File: config.mk
export PLATFORM = sky130hd
export DESIGN_NAME = otter_bus_arbiter_flat
export DESIGN_NICKNAME = d
export VERILOG_FILES = /design/src/rtl/otter_bus_pkg.sv /design/src/rtl/otter_bus.sv /design/src/rtl/otter_bus_arbiter_rr_arb2.sv /design/src/rtl/otter_bus_arbiter.sv /design/src/flat_wrapper.sv
export SDC_FILE = /design/constraint.sdc
export NUM_CORES = 1
export LEC_CHECK = 0
export BUFFER_PORTS_ARGS = -buffer_cell sky130_fd_sc_hd__buf_2
export CAP_MARGIN = 25
export CORE_AREA = 2 2 118 120
export DETAILED_ROUTE_END_ITERATION = 16
export DIE_AREA = 0 0 120 122
export GPL_TIMING_DRIVEN = 0
export SLEW_MARGIN = 20
export SYNTH_ARGS = -nofsm -noshare
export SYNTH_HDL_FRONTEND = slang
export SYNTH_SLANG_ARGS = --single-unit
File: constraint.sdc
create_clock -name clk -period 2.4 [get_ports clk]
set_clock_uncertainty 0.1 [all_clocks]
set_input_delay 0.72 -clock clk [delete_from_list [all_inputs] [get_ports clk]]
set_output_delay 0.72 -clock clk [all_outputs]
set_load 0.01 [all_outputs]
File: src/rtl/otter_bus_pkg.sv
// Shared otter_bus types: size encodings, arbiter state, grant type and the
// latched request carried through a shared-bus transfer.
package otter_bus_pkg;

  localparam int unsigned BUS_W = 32;

  localparam logic [1:0] BYTE = 2'd0;
  localparam logic [1:0] HALF = 2'd1;
  localparam logic [1:0] WORD = 2'd2;

  typedef enum logic {IDLE = 1'b0, XFER = 1'b1} arb_state_t;

  typedef logic grant_t;

  typedef struct packed {
    logic             rd;
    logic             wr;
    logic [1:0]       size;
    logic [BUS_W-1:0] addr;
    logic [BUS_W-1:0] wdata;
  } bus_req_t;

endpackage

File: src/rtl/otter_bus.sv
// otter_bus: single-transfer memory/MMIO bus between a primary and a secondary.
interface otter_bus #(
  parameter int WIDTH = 32
);
  logic             rd;
  logic             wr;
  logic [1:0]       size;
  logic [WIDTH-1:0] addr;
  logic [WIDTH-1:0] wdata;
  logic [WIDTH-1:0] rdata;
  logic             error;

  modport primary   (output rd, wr, size, addr, wdata, input  rdata, error);
  modport secondary (input  rd, wr, size, addr, wdata, output rdata, error);
endinterface

File: src/rtl/otter_bus_arbiter_rr_arb2.sv
// Combinational two-way picker: a lone requester wins; a tie goes to
// requester 0 under fixed priority, otherwise to whoever was not granted last.
module rr_arb2
  import otter_bus_pkg::*;
(
  input  logic [1:0] req_i,
  input  grant_t     last_grant_i,
  input  logic       fixed_prio_i,
  output grant_t     winner_o,
  output logic       valid_o
);

  always_comb begin
    valid_o  = |req_i;
    winner_o = 1'b0;
    case (req_i)
      2'b10:   winner_o = 1'b1;
      2'b11:   winner_o = fixed_prio_i ? 1'b0 : ~last_grant_i;
      default: winner_o = 1'b0;
    endcase
  end

endmodule

File: src/rtl/otter_bus_arbiter.sv
// Shares one otter_bus secondary between two primaries: latch the winner,
// run it for LATENCY+1 cycles on the shared bus, return the response to it.
module otter_bus_arbiter
  import otter_bus_pkg::*;
#(
  parameter int WIDTH      = 32,
  parameter int LATENCY    = 1,
  parameter bit FIXED_PRIO = 1'b0
) (
  input  logic       clk,
  input  logic       rst_n,
  otter_bus.secondary m0,
  output logic       m0_stall,
  otter_bus.secondary m1,
  output logic       m1_stall,
  otter_bus.primary  s
);

  localparam int CNT_W = (LATENCY < 1) ? 1 : $clog2(LATENCY + 1);
  localparam logic [CNT_W-1:0] CNT_LAST = CNT_W'(LATENCY);

  arb_state_t       state_q, state_d;
  grant_t           grant_q, grant_d;
  grant_t           last_q, last_d;
  logic [CNT_W-1:0] cnt_q, cnt_d;
  bus_req_t         lat_q, lat_d;
  bus_req_t         pick;
  grant_t           winner;
  logic             arb_vld;
  logic [1:0]       req;
  logic             done;

  assign req  = {m1.rd | m1.wr, m0.rd | m0.wr};
  assign done = (state_q == XFER) && (cnt_q == CNT_LAST);

  rr_arb2 u_arb (
    .req_i        (req),
    .last_grant_i (last_q),
    .fixed_prio_i (FIXED_PRIO),
    .winner_o     (winner),
    .valid_o      (arb_vld)
  );

  // A simultaneous rd+wr is a write, so rd is masked when latching.
  always_comb begin
    if (winner) begin
      pick.rd    = m1.rd & ~m1.wr;
      pick.wr    = m1.wr;
      pick.size  = m1.size;
      pick.addr  = BUS_W'(m1.addr);
      pick.wdata = BUS_W'(m1.wdata);
    end else begin
      pick.rd    = m0.rd & ~m0.wr;
      pick.wr    = m0.wr;
      pick.size  = m0.size;
      pick.addr  = BUS_W'(m0.addr);
      pick.wdata = BUS_W'(m0.wdata);
    end
  end

  always_ff @(posedge clk) begin
    if (!rst_n) begin
      state_q <= IDLE;
      grant_q <= 1'b0;
      last_q  <= 1'b1;
      cnt_q   <= '0;
      lat_q   <= '0;
    end else begin
      state_q <= state_d;
      grant_q <= grant_d;
      last_q  <= last_d;
      cnt_q   <= cnt_d;
      lat_q   <= lat_d;
    end
  end

  always_comb begin
    state_d = state_q;
    grant_d = grant_q;
    last_d  = last_q;
    cnt_d   = cnt_q;
    lat_d   = lat_q;
    case (state_q)
      IDLE: begin
        if (arb_vld) begin
          state_d = XFER;
          grant_d = winner;
          last_d  = winner;
          cnt_d   = '0;
          lat_d   = pick;
        end
      end
      XFER: begin
        cnt_d = cnt_q + 1'b1;
        if (done) begin
          state_d = IDLE;
          cnt_d   = '0;
        end
      end
      default: state_d = IDLE;
    endcase
  end

  // Writes pulse only on the first XFER cycle so MMIO side effects happen once.
  always_comb begin
    s.rd     = 1'b0;
    s.wr     = 1'b0;
    s.size   = '0;
    s.addr   = '0;
    s.wdata  = '0;
    m0.rdata = '0;
    m0.error = 1'b0;
    m1.rdata = '0;
    m1.error = 1'b0;
    if (state_q == XFER) begin
      s.rd    = lat_q.rd;
      s.wr    = lat_q.wr & (cnt_q == '0);
      s.size  = lat_q.size;
      s.addr  = WIDTH'(lat_q.addr);
      s.wdata = WIDTH'(lat_q.wdata);
    end
    if (done && !grant_q) begin
      m0.rdata = s.rdata;
      m0.error = s.error;
    end
    if (done && grant_q) begin
      m1.rdata = s.rdata;
      m1.error = s.error;
    end
    m0_stall = req[0] & ~(done & ~grant_q);
    m1_stall = req[1] & ~(done & grant_q);
  end

endmodule

File: src/flat_wrapper.sv
// flat-port wrapper written by rule: the top's interface ports become plain ports
module otter_bus_arbiter_flat import otter_bus_pkg::*;
#(
  parameter int WIDTH      = 32,
  parameter int LATENCY    = 1,
  parameter bit FIXED_PRIO = 1'b0
)
  (clk, rst_n, m0_stall, m1_stall, m0_rd, m0_wr, m0_size, m0_addr, m0_wdata, m0_rdata, m0_error, m1_rd, m1_wr, m1_size, m1_addr, m1_wdata, m1_rdata, m1_error, s_rd, s_wr, s_size, s_addr, s_wdata, s_rdata, s_error);
  otter_bus #(.WIDTH(WIDTH)) m0_i ();
  otter_bus #(.WIDTH(WIDTH)) m1_i ();
  otter_bus #(.WIDTH(WIDTH)) s_i ();
  input  logic clk;
  input  logic rst_n;
  output logic m0_stall;
  output logic m1_stall;
  input wire logic [$bits(m0_i.rd)-1:0] m0_rd;
  input wire logic [$bits(m0_i.wr)-1:0] m0_wr;
  input wire logic [$bits(m0_i.size)-1:0] m0_size;
  input wire logic [$bits(m0_i.addr)-1:0] m0_addr;
  input wire logic [$bits(m0_i.wdata)-1:0] m0_wdata;
  output wire logic [$bits(m0_i.rdata)-1:0] m0_rdata;
  output wire logic [$bits(m0_i.error)-1:0] m0_error;
  input wire logic [$bits(m1_i.rd)-1:0] m1_rd;
  input wire logic [$bits(m1_i.wr)-1:0] m1_wr;
  input wire logic [$bits(m1_i.size)-1:0] m1_size;
  input wire logic [$bits(m1_i.addr)-1:0] m1_addr;
  input wire logic [$bits(m1_i.wdata)-1:0] m1_wdata;
  output wire logic [$bits(m1_i.rdata)-1:0] m1_rdata;
  output wire logic [$bits(m1_i.error)-1:0] m1_error;
  output wire logic [$bits(s_i.rd)-1:0] s_rd;
  output wire logic [$bits(s_i.wr)-1:0] s_wr;
  output wire logic [$bits(s_i.size)-1:0] s_size;
  output wire logic [$bits(s_i.addr)-1:0] s_addr;
  output wire logic [$bits(s_i.wdata)-1:0] s_wdata;
  input wire logic [$bits(s_i.rdata)-1:0] s_rdata;
  input wire logic [$bits(s_i.error)-1:0] s_error;
  assign m0_i.rd = m0_rd;
  assign m0_i.wr = m0_wr;
  assign m0_i.size = m0_size;
  assign m0_i.addr = m0_addr;
  assign m0_i.wdata = m0_wdata;
  assign m0_rdata = m0_i.rdata;
  assign m0_error = m0_i.error;
  assign m1_i.rd = m1_rd;
  assign m1_i.wr = m1_wr;
  assign m1_i.size = m1_size;
  assign m1_i.addr = m1_addr;
  assign m1_i.wdata = m1_wdata;
  assign m1_rdata = m1_i.rdata;
  assign m1_error = m1_i.error;
  assign s_rd = s_i.rd;
  assign s_wr = s_i.wr;
  assign s_size = s_i.size;
  assign s_addr = s_i.addr;
  assign s_wdata = s_i.wdata;
  assign s_i.rdata = s_rdata;
  assign s_i.error = s_error;
  otter_bus_arbiter #(.WIDTH(WIDTH), .LATENCY(LATENCY), .FIXED_PRIO(FIXED_PRIO)) u_core (.clk(clk), .rst_n(rst_n), .m0(m0_i), .m0_stall(m0_stall), .m1(m1_i), .m1_stall(m1_stall), .s(s_i));
endmodule
; ---- After elaboration in Yosys (flattened, before gate mapping)
; Cells that the tools add are included.
[totals]
ff_bits = 72
word_cells = 53
[op_classes]
add_sub_neg = 1
n_eq_ne = 3
mux = 17
n_bitwise = 17
reduce_logical = 6
[ops]
columns = operator, count
row1 = 32-bit 2-to-1 mux, 4
row2 = 68-bit 2-to-1 mux, 1
row3 = 1-bit 2-to-1 mux, 8
row4 = 1-bit inverter, 8
row5 = 1-bit bitwise AND, 7
row6 = 1-bit one-hot mux with 2 select lines, 3
row7 = "2-bit equality test, second input constant", 2
row8 = 1-bit logical AND, 3
row9 = 2-bit 2-to-1 mux, 1
row10 = "2-bit by 1-bit inequality test with 1-bit output, second input constant", 1
row11 = 1-bit OR, 2
row12 = 2-bit AND reduction, 1
row13 = 2-bit OR reduction, 1
row14 = "1-bit adder, second input constant", 1
row15 = 1-bit zero test, 1

; ---- Longest topological paths before layout
; Gate-level depths: netlist (run 1).
[depth]
word_depth = 4
depth_mapped = 7
mapped_depth_nobuf = 4

; ---- Cells and area by module
; A second synthesis (run 1) with hierarchy kept.
[unflattened]
cells_unflattened = 480
hier_area_um2 = 4292.9
[by_module_without_submodules]
columns = module, n_inst, cells_each, area_per_inst_um2, seq_area_each_um2
row1 = otter_bus_arbiter, 1, 477, 4275.4, 1441.4
row2 = rr_arb2, 1, 3, 17.5, 0.0

; ---- Worst setup path after synthesis (run 1)
; OpenSTA, ideal clock, no wires.
[synth_timing]
kind = register to output
start = register u_core.state_q
end = output m1_rdata[22]
arrival_time_ns = 1.184
required_ns = 1.580
slack_ns = 0.396
stages_incl_launch_ff = 5
n_path_buf = 2
path_cell_list = dfxtp_1 > buf_2 > and3_1 > clkbuf_1 > and2_1
[synth_via]
elab_chain_len = 3
[synth_rtl]
columns = item, line_no
row1 = start: declaration, otter_bus_arbiter.sv:22  ; arb_state_t state_q, state_d;
row2 = start signal: assignment, otter_bus_arbiter.sv:69  ; state_q <= state_d;
row3 = 1-bit logical AND, otter_bus_arbiter.sv:34  ; assign done = (state_q == XFER) && (cnt_q == CNT_LAST);
row4 = 1-bit logical AND, otter_bus_arbiter.sv:126  ; if (done && grant_q) begin
row5 = 32-bit 2-to-1 mux, otter_bus_arbiter.sv:126
row6 = end: declaration, flat_wrapper.sv:28  ; output wire logic [$bits(m1_i.rdata)-1:0] m1_rdata;
; Every way passes these cells.

; ---- Worst setup path in the final report (run 1)
[layout_timing]
start = register u_core.state_q
end = output m0_rdata[21]
[layout_via]
elab_chain_len = 3
[layout_rtl]
columns = item, line_no
row1 = 1-bit logical AND, otter_bus_arbiter.sv:34
row2 = 1-bit logical AND, otter_bus_arbiter.sv:122  ; if (done && !grant_q) begin
row3 = 32-bit 2-to-1 mux, otter_bus_arbiter.sv:122
row4 = end: declaration, flat_wrapper.sv:21  ; output wire logic [$bits(m0_i.rdata)-1:0] m0_rdata;
; Every way passes these cells.

==> out/metrics.cfg, run 1 <==
[final_layout]
antennaDiodeCount=0
final_area_mm2=0.00603
multi_input_area_mm2=0.00225
seqCellArea_mm2=0.00145
area_growth_pct=55.5
finalNetCount=890
fillers=1380
utilization_pct=44.7
drive_above_1_share_pct=49.0

[drt]
drtIter0Drc=66
drc=0
ant_nets=0
via_per_inst=4.51
routed_wl_um=13300
routedWlPerCell_um=14.7
vias=4080
drtPass1Iterations=4

[floorplan]
die_x_um=120
ios=307
die_area_mm2=0.0146
coreArea_mm2=0.0135
row_count=43
initial_core_util_pct=28.7
die_y_um=122

[place]
pre_cts_slack_ns=-0.0878
portBuffers=306
hpwl_um=10800
placed_area_mm2=0.00564
place_congestion=0.856

[worst_setup_path]
crit_type=register to output port
critical-path-max-stage-delay_ns=0.37
reg2reg_to=u_core.lat_q[34]
endpoint_kind=output port
worstRegToRegCells=6
crit_buf_inv=2
worstSetupStartpointType=register
path_cells=and3_2 -> clkbuf_2 -> and2_1 -> buf_2
worstPathRequired_ns=1.58
path_delay_family=simple AND/OR/NAND/NOR gates
cp_slowest_cell=dfxtp_4
worst-r2r-setup-slack_ns=0.57
arrival_ns=1.48
r2r_start=u_core.last_q
cp_max_fo=10

[sta]
rsz0062_at_grt=no
max_freq_ghz=0.434
slew_headroom_pct=66.7
setup_ws_ns=0.0972
holdWs_ns=0.351
finalCritPeriodShare_pct=95.9
setup_violations=0
tightest_slew_ns=0.500
tns_ns=0
finalCriticalPeriod_ns=2.30
maxSlewViolCount=0
finalHoldViolations=0

[yosys]
yosys-top-cells-count=and2_1, dfxtp_1, o2bb2ai_1, mux2i_1, clkbuf_1
syn-num-nets=571
ys_seq_elements=72
synth_edf_count=0
yosysTopAreaCell=dfxtp_1
avgSynthCellArea_um2=9.70
synth_cell_types=24
yosysSeqAreaShare_pct=37.1
yosys_warnings=0
ys_async_sr_fraction_pct=0
syn_inst=400
synth_ff_type=dfxtp_1
yosysMostFrequentCell=and2_1
ys_top_cells_by_area=dfxtp_1, and2_1, mux2i_1, o2bb2ai_1, clkbuf_1
syn_area_mm2=0.00388
synth_top_area_share_pct=37.1

[global_route]
grt_usage_pct=17.2
grt_start_max_net_pins=13
grt_pass1_wl_um=19800
antenna_found_initial=0
gr-total-overflow=0
grt_pass1_vias=3984

[clocking]
cts_tree=done
cts.htree.levels=3
clock-sinks=72
clk_latency_ns=0.32
cts_buffers=9
clk_pin_slew_ns=0.05
ctsLongestPathBuffers=2
cts_root_buffer=clkbuf_16

[pwr]
irDropWorstVdd_mv=0.368
p_per_area_mw_per_mm2=589
p_leak_nw=3.34

[worst_hold_path]
hp-start=u_core.lat_q[64]
hp-class=register to register
hold_path_depth=1
hold_end=u_core.lat_q[64]

[outcome]
status=completed

[run]
drv_cap=0

## area by class of cell
class,count,share of cell area (%)
Clock buffer,11,4.02
Tap cell,180,3.73
Multi-Input combinational cell,289,37.3
Inverter,3,0.187
Sequential cell,72,23.9
Clock inverter,5,1.33
Buffer,36,3.61
Timing Repair Buffer,308,25.9
## metrics by stage
step           total power [mW]  std cells
4_1_cts                    3.60        902
5_1_grt                    3.75        904
2_1_floorplan              1.81        400
3_5_place_dp               2.15        886
3_3_place_gp               2.13        886
6_report                   3.56        904
## worst max-delay path by stage
stage	to	depth (start not counted)	start	slack, ns
2_1_floorplan	m1_rdata[22]	4	u_core.state_q	0.40
4_1_cts	m0_rdata[21]	4	u_core.state_q	0.01
6_report	m0_rdata[21]	4	u_core.state_q	0.1
5_1_grt	m0_rdata[19]	4	u_core.cnt_q	0.01
3_3_place_gp	m1_rdata[28]	5	u_core.state_q	-0.12
3_5_place_dp	m1_rdata[28]	5	u_core.state_q	-0.09
## flip-flops by register name (all words and copies together) (netlist names)
signal,flops
u_core.grant_q,1
u_core.lat_q,68
u_core.state_q,1
u_core.last_q,1
u_core.cnt_q,1
## where the power goes
group | total (mW) | leakage, nW | internal (mW) | switching [mW]
sequential | 1.38 | 0.596 | 1.32 | 0.0583
combinational | 0.747 | 2.59 | 0.372 | 0.375
clock | 1.43 | 0.152 | 0.936 | 0.495
## logic make-up (layout without fill, tap and decap cells)
family	Yosys count	after routing	share of synthesized area, %
compound gates	76	76	17.3
buf+inv	39	363	5.06
flops	72	72	37.1
mux	66	66	17.0
simple gates	147	147	23.5
## metal layers
metal / vias up / GRT usage (%) / share of wire, % / wire (µm)
li1: 2038 / - / - / -
met1: 1875 / 18.8 / 39 / 5190
met2: 157 / 33.2 / 53 / 7080
met3: 10 / 3.84 / 6.5 / 861
met4: 0 / 4.26 / 0.97 / 128
met5: - / 0 / 0 / 0
## what timing repair did
action,CTS,global route
endpoints found under the setup margin,132,60
cloned,0,1
gates resized for setup,17,4
pin swaps,0,1
buffers inserted,0,1
hold buffers,0,0
## placed cells by master, fill, tap and decap left out, types with 2 or more instances in the layout
cell	count
and2_1	135
mux2i_1	66
buf_6	2
bufinv_16	2
dfxtp_1	71
clkbuf_16	10
clkbuf_8	2
nor2_1	3
buf_2	312
o21a_1	2
clkbuf_2	4
clkbuf_1	14
nor2_2	2
clkinvlp_4	2
o2bb2ai_1	67
inv_1	3
nor2b_1	2
buf_4	10
Note: power is estimated with default switching activity, not from simulation.
==> run 2, diff against run 1 <==
- CTS_CLUSTER_DIAMETER: default -> 150
- REMOVE_ABC_BUFFERS: default -> 1
==> out/metrics.cfg, run 2 (synthesized netlist as in run 1, its figures left out) <==
[final_layout]
antennaDiodeCount=0  ; unchanged
layout_common_cells=buf_2, and2_1, dfxtp_1, o2bb2ai_1, mux2i_1
top_register=u_core.lat_q
seqCellArea_mm2=0.00145  ; unchanged
drive_above_1_share_pct=48.9  ; -0.11 points
final_area_mm2=0.00596  ; -1.2%
final_common_cell=buf_2
largest_reg_flops=68  ; unchanged
multi_input_area_mm2=0.00229  ; +1.9%
finalNetCount=861  ; -3.3%
fillers=1348  ; -2.3%
area_growth_pct=53.7
utilization_pct=44.2  ; -0.52 points

[worst_hold_path]
hp-class=register to register

[sta]
finalCritPeriodShare_pct=95.9  ; about the same
tightest_slew_ns=0.754  ; +0.254 ns
rsz0062_at_grt=no
setup_violations=0  ; unchanged
max_freq_ghz=0.435  ; about the same
slew_headroom_pct=49.7  ; -17 points
holdWs_ns=0.351  ; +0.000220 ns
maxSlewViolCount=0  ; unchanged
finalCriticalPeriod_ns=2.30  ; -0.00209 ns
tns_ns=0  ; unchanged
finalHoldViolations=0  ; unchanged

[clocking]
cts_buffers=9  ; unchanged
clk_latency_ns=0.32  ; about the same
clock-sinks=72  ; unchanged
cts_tree=done
ctsLongestPathBuffers=2  ; unchanged
clk_pin_slew_ns=0.06  ; about the same
cts.htree.levels=3  ; unchanged
cts_root_buffer=clkbuf_16

[worst_setup_path]
worstSetupStartpointType=register
crit_type=register to output port
worstPathRequired_ns=1.58  ; about the same
arrival_ns=1.48  ; about the same
endpoint_kind=output port
cp_max_fo=17  ; +7

[floorplan]
die_y_um=122  ; unchanged
die_x_um=120  ; unchanged
row_count=43  ; unchanged
ios=307  ; unchanged
die_area_mm2=0.0146  ; unchanged
coreArea_mm2=0.0135  ; unchanged
initial_core_util_pct=28.7  ; unchanged

[global_route]
antenna_found_initial=0  ; unchanged
gr-total-overflow=0  ; unchanged
grt_pass1_vias=3790  ; -4.9%
grt_pass1_wl_um=18900  ; -4.5%
grt_usage_pct=16.2  ; -0.94 points
grt_start_max_net_pins=68  ; +55

[drt]
via_per_inst=4.61  ; +2.2%
ant_nets=0  ; unchanged
drtPass1Iterations=5  ; +1
routedWlPerCell_um=14.2  ; -3.1%
drtIter0Drc=106  ; +61%
routed_wl_um=12400  ; -6.2%
vias=4035  ; -1.1%
drc=0  ; unchanged

[place]
portBuffers=306  ; unchanged
hpwl_um=9410  ; -13%
place_congestion=0.727  ; -15%
placed_area_mm2=0.00562  ; -0.24%

[run]
drv_cap=0  ; unchanged

[outcome]
status=completed

[pwr]
irDropWorstVdd_mv=0.334  ; -9.3%
p_leak_nw=3.28  ; -1.7%
p_per_area_mw_per_mm2=581  ; -1.4%

-- run 2: power by group --
part / leakage (nW) / switching (mW) / internal [mW]
Combinational: 2.54 / 0.365 / 0.379
Clock: 0.145 / 0.504 / 0.831
Sequential: 0.596 / 0.0666 / 1.32
-- run 2: worst paths after layout --
kind | slack (ns) | endpoint | cells after the start | from
max | 0.1 | m0_rdata[28] | 3 | u_core.state_q
min | 0.35 | u_core.lat_q[55] | 1 | u_core.lat_q[55]
max reg2reg | 0.40 | u_core.lat_q[14] | 6 | u_core.last_q
min reg2reg | 0.35 | u_core.lat_q[55] | 1 | u_core.lat_q[55]
-- run 2: routing by layer --
metal | vias up | part of all wire, % | track usage [%]
li1 | 1979 | - | -
met4 | 0 | 1.0 | 4.78
met1 | 1861 | 39 | 17.7
met5 | - | 0 | 0
met3 | 10 | 7.1 | 4.12
met2 | 185 | 53 | 30.7
-- run 2: timing repair --
action,in CTS,in global routing
resized for setup,5,1
endpoints found under the setup margin,109,1
buffers inserted,1,0
hold buffers,0,0
pin swaps,2,0
cloned,2,0
-- run 2: layout make-up --
class                   instances  share of cell area [%]
multi-input cells             291                    38.4
repair buffers                313                    28.4
flip-flops and latches         72                    24.2
clock buffers                  11                    4.07
well taps                     180                    3.78
clock inverters                 5                   0.944
inverters                       3                   0.189
-- run 2: per-stage QoR --
stage               worst slack, ns  instances  total power, mW
finish                       0.0993        875             3.46
global placement              -2.39        850             2.11
detailed placement           -0.348        856             2.15
floorplan                     -1.57        364             1.80
CTS                          0.0597        875             3.51
global route                0.00280        875             3.64
-- run 2: critical path, cell delays in order (launching register included) --
cell	delay, ns
dfxtp_4	0.48
and3_2	0.39
and2_1	0.16
buf_2	0.12
==> run 3, diff against run 2 <==
- BUFFER_PORTS_ARGS: -buffer_cell sky130_fd_sc_hd__buf_2 -> -buffer_cell sky130_fd_sc_hd__clkbuf_2
==> out/metrics.cfg, run 3 (synthesized netlist as in run 1, its figures left out) <==
[outcome]
status=completed

[global_route]
use_met2_pct=29.9  ; -0.78 points
gr-usage-met3_pct=4.96  ; +0.84 points
grt_util_met1_pct=18.2  ; +0.47 points
top_usage_layer=met2
gr-total-overflow=0  ; unchanged
grt_pass1_vias=3793  ; +0.079%
grt_start_max_net_pins=68  ; unchanged
grt_usage_pct=16.3  ; +0.085 points
antenna_found_initial=0  ; unchanged
grt_pass1_wl_um=18900  ; about the same

[drt]
routedWlPerCell_um=14.2  ; -0.49%
drtPass1Iterations=4  ; -1
via_per_inst=4.55  ; -1.2%
drtIter0Drc=96  ; -9.4%
vias=3981  ; -1.3%
drc=0  ; unchanged
routed_wl_um=12400  ; -0.60%
ant_nets=0  ; unchanged

[final_layout]
antennaDiodeCount=0  ; unchanged
layout_common_cells=clkbuf_2, and2_1, dfxtp_1, o2bb2ai_1, mux2i_1
top_register=u_core.lat_q
final_common_cell=clkbuf_2
area_growth_pct=54.2
drive_above_1_share_pct=49.0  ; +0.070 points
final_area_mm2=0.00598  ; +0.31%
final_cells=874  ; -0.11%
finalNetCount=861  ; unchanged
largest_reg_flops=68  ; unchanged

[sta]
setup_ws_ns=0.0993  ; -0.0000422 ns
finalHoldViolations=0  ; unchanged
holdWs_ns=0.352  ; +0.00150 ns
finalCriticalPeriod_ns=2.30  ; +0.0000422 ns
finalCritPeriodShare_pct=95.9  ; about the same
tightest_slew_ns=0.761  ; +0.00733 ns
max_freq_ghz=0.435  ; about the same
slew_headroom_pct=49.3  ; -0.49 points
rsz0062_at_grt=no
maxSlewViolCount=0  ; unchanged
setup_violations=0  ; unchanged

[floorplan]
initial_core_util_pct=28.7  ; unchanged
die_area_mm2=0.0146  ; unchanged
row_count=43  ; unchanged
die_x_um=120  ; unchanged
coreArea_mm2=0.0135  ; unchanged
ios=307  ; unchanged
die_y_um=122  ; unchanged

[clocking]
cts.htree.levels=3  ; unchanged
cts_root_buffer=clkbuf_16
clk_pin_slew_ns=0.06  ; about the same
clock-sinks=72  ; unchanged
clk_latency_ns=0.33  ; about the same
cts_hold_repair.buffers=0  ; unchanged
ctsLongestPathBuffers=2  ; unchanged
cts_buffers=9  ; unchanged
cts_tree=done

[worst_setup_path]
endpoint_kind=output port
worst-r2r-setup-slack_ns=0.43  ; +0.03 ns
cp_max_fo=17  ; unchanged
r2r_start=u_core.last_q
worstRegToRegCells=6  ; unchanged
worstPathRequired_ns=1.58  ; about the same
path_depth=3  ; unchanged
path_cells=and3_4 -> and2_1 -> clkbuf_2
arrival_ns=1.48  ; about the same
crit_type=register to output port
path_delay_family=simple AND/OR/NAND/NOR gates
cp_slowest_cell=dfxtp_4
critical-path-max-stage-delay_ns=0.48  ; about the same
reg2reg_to=u_core.lat_q[14]
crit_buf_inv=1  ; unchanged
worstSetupStartpointType=register

[pwr]
p_per_area_mw_per_mm2=584  ; +0.57%
irDropWorstVdd_mv=0.282  ; -15%
finalPower_mw=3.50  ; +0.88%
p_leak_nw=3.20  ; -2.4%

[place]
hpwl_um=9400  ; -0.12%
pre_cts_slack_ns=-0.335  ; +0.0131 ns
dpl.cell_count=856  ; unchanged
portBuffers=306  ; unchanged
place_congestion=0.740  ; +1.8%
placed_area_mm2=0.00563  ; +0.13%

[worst_hold_path]
hp-class=register to register
hp-start=u_core.lat_q[57]
hold_end=u_core.lat_q[57]
hold_path_depth=1  ; unchanged

[run]
drv_cap=0  ; unchanged

-- run 3: where the power goes --
part | internal, mW | switching (mW)
Sequential | 1.32 | 0.0652
Combinational | 0.381 | 0.365
Clock | 0.857 | 0.508
-- run 3: final cells by class --
type                            count  area (µm²)
Clock buffer                       11         253
Clock inverter                      4        53.8
Fill cell                        1359        7520
Inverter                            3        11.3
Multi-Input combinational cell    291        2290
Sequential cell                    72        1450
Tap cell                          180         225
Timing Repair Buffer              313        1700
-- run 3: worst max-delay path by stage --
stage                             endpoint           start  slack, ns
after CTS                     m1_rdata[30]  u_core.state_q       0.05
final                         m1_rdata[30]  u_core.state_q        0.1
after detailed placement      m1_rdata[30]  u_core.state_q      -0.33
after global placement    u_core.lat_q[56]           m1_wr      -2.55
after global routing          m1_rdata[30]  u_core.state_q       0.01
after floorplan              u_core.last_q           m0_rd      -1.57
-- run 3: worst register-to-register path: cells and delay by family, from the launching register on --
| kind | cells | cell delay, ns |
|---|---|---|
| AO/OA/AOI/OAI | 2 | 0.62 |
| buffers and inverters | 3 | 0.54 |
| flip-flops | 1 | 0.32 |
| multiplexers | 1 | 0.25 |
-- run 3: stage by stage --
stage	setup TNS, ns	utilization, %
3_3_place_gp	-307.42	40.4
4_1_cts	0	44.3
3_5_place_dp	-19.54	41.7
2_1_floorplan	-131.05	-
6_report	0	44.3
5_1_grt	0	44.3
-- run 3: repair_timing --
| action | CTS | global route |
|---|---|---|
| gates resized for setup | 6 | 1 |
| pin swaps | 2 | 0 |
| buffers inserted | 1 | 0 |
| cloned | 2 | 0 |
| endpoints found under the setup margin | 114 | 16 |
-- run 3: per-layer routing --
layer  vias to the layer above  share of wire [%]
met5                         -                  0
met4                         0                1.1
met3                        10                8.0
met2                       187                 52
met1                      1796                 39
li1                       1988                  -
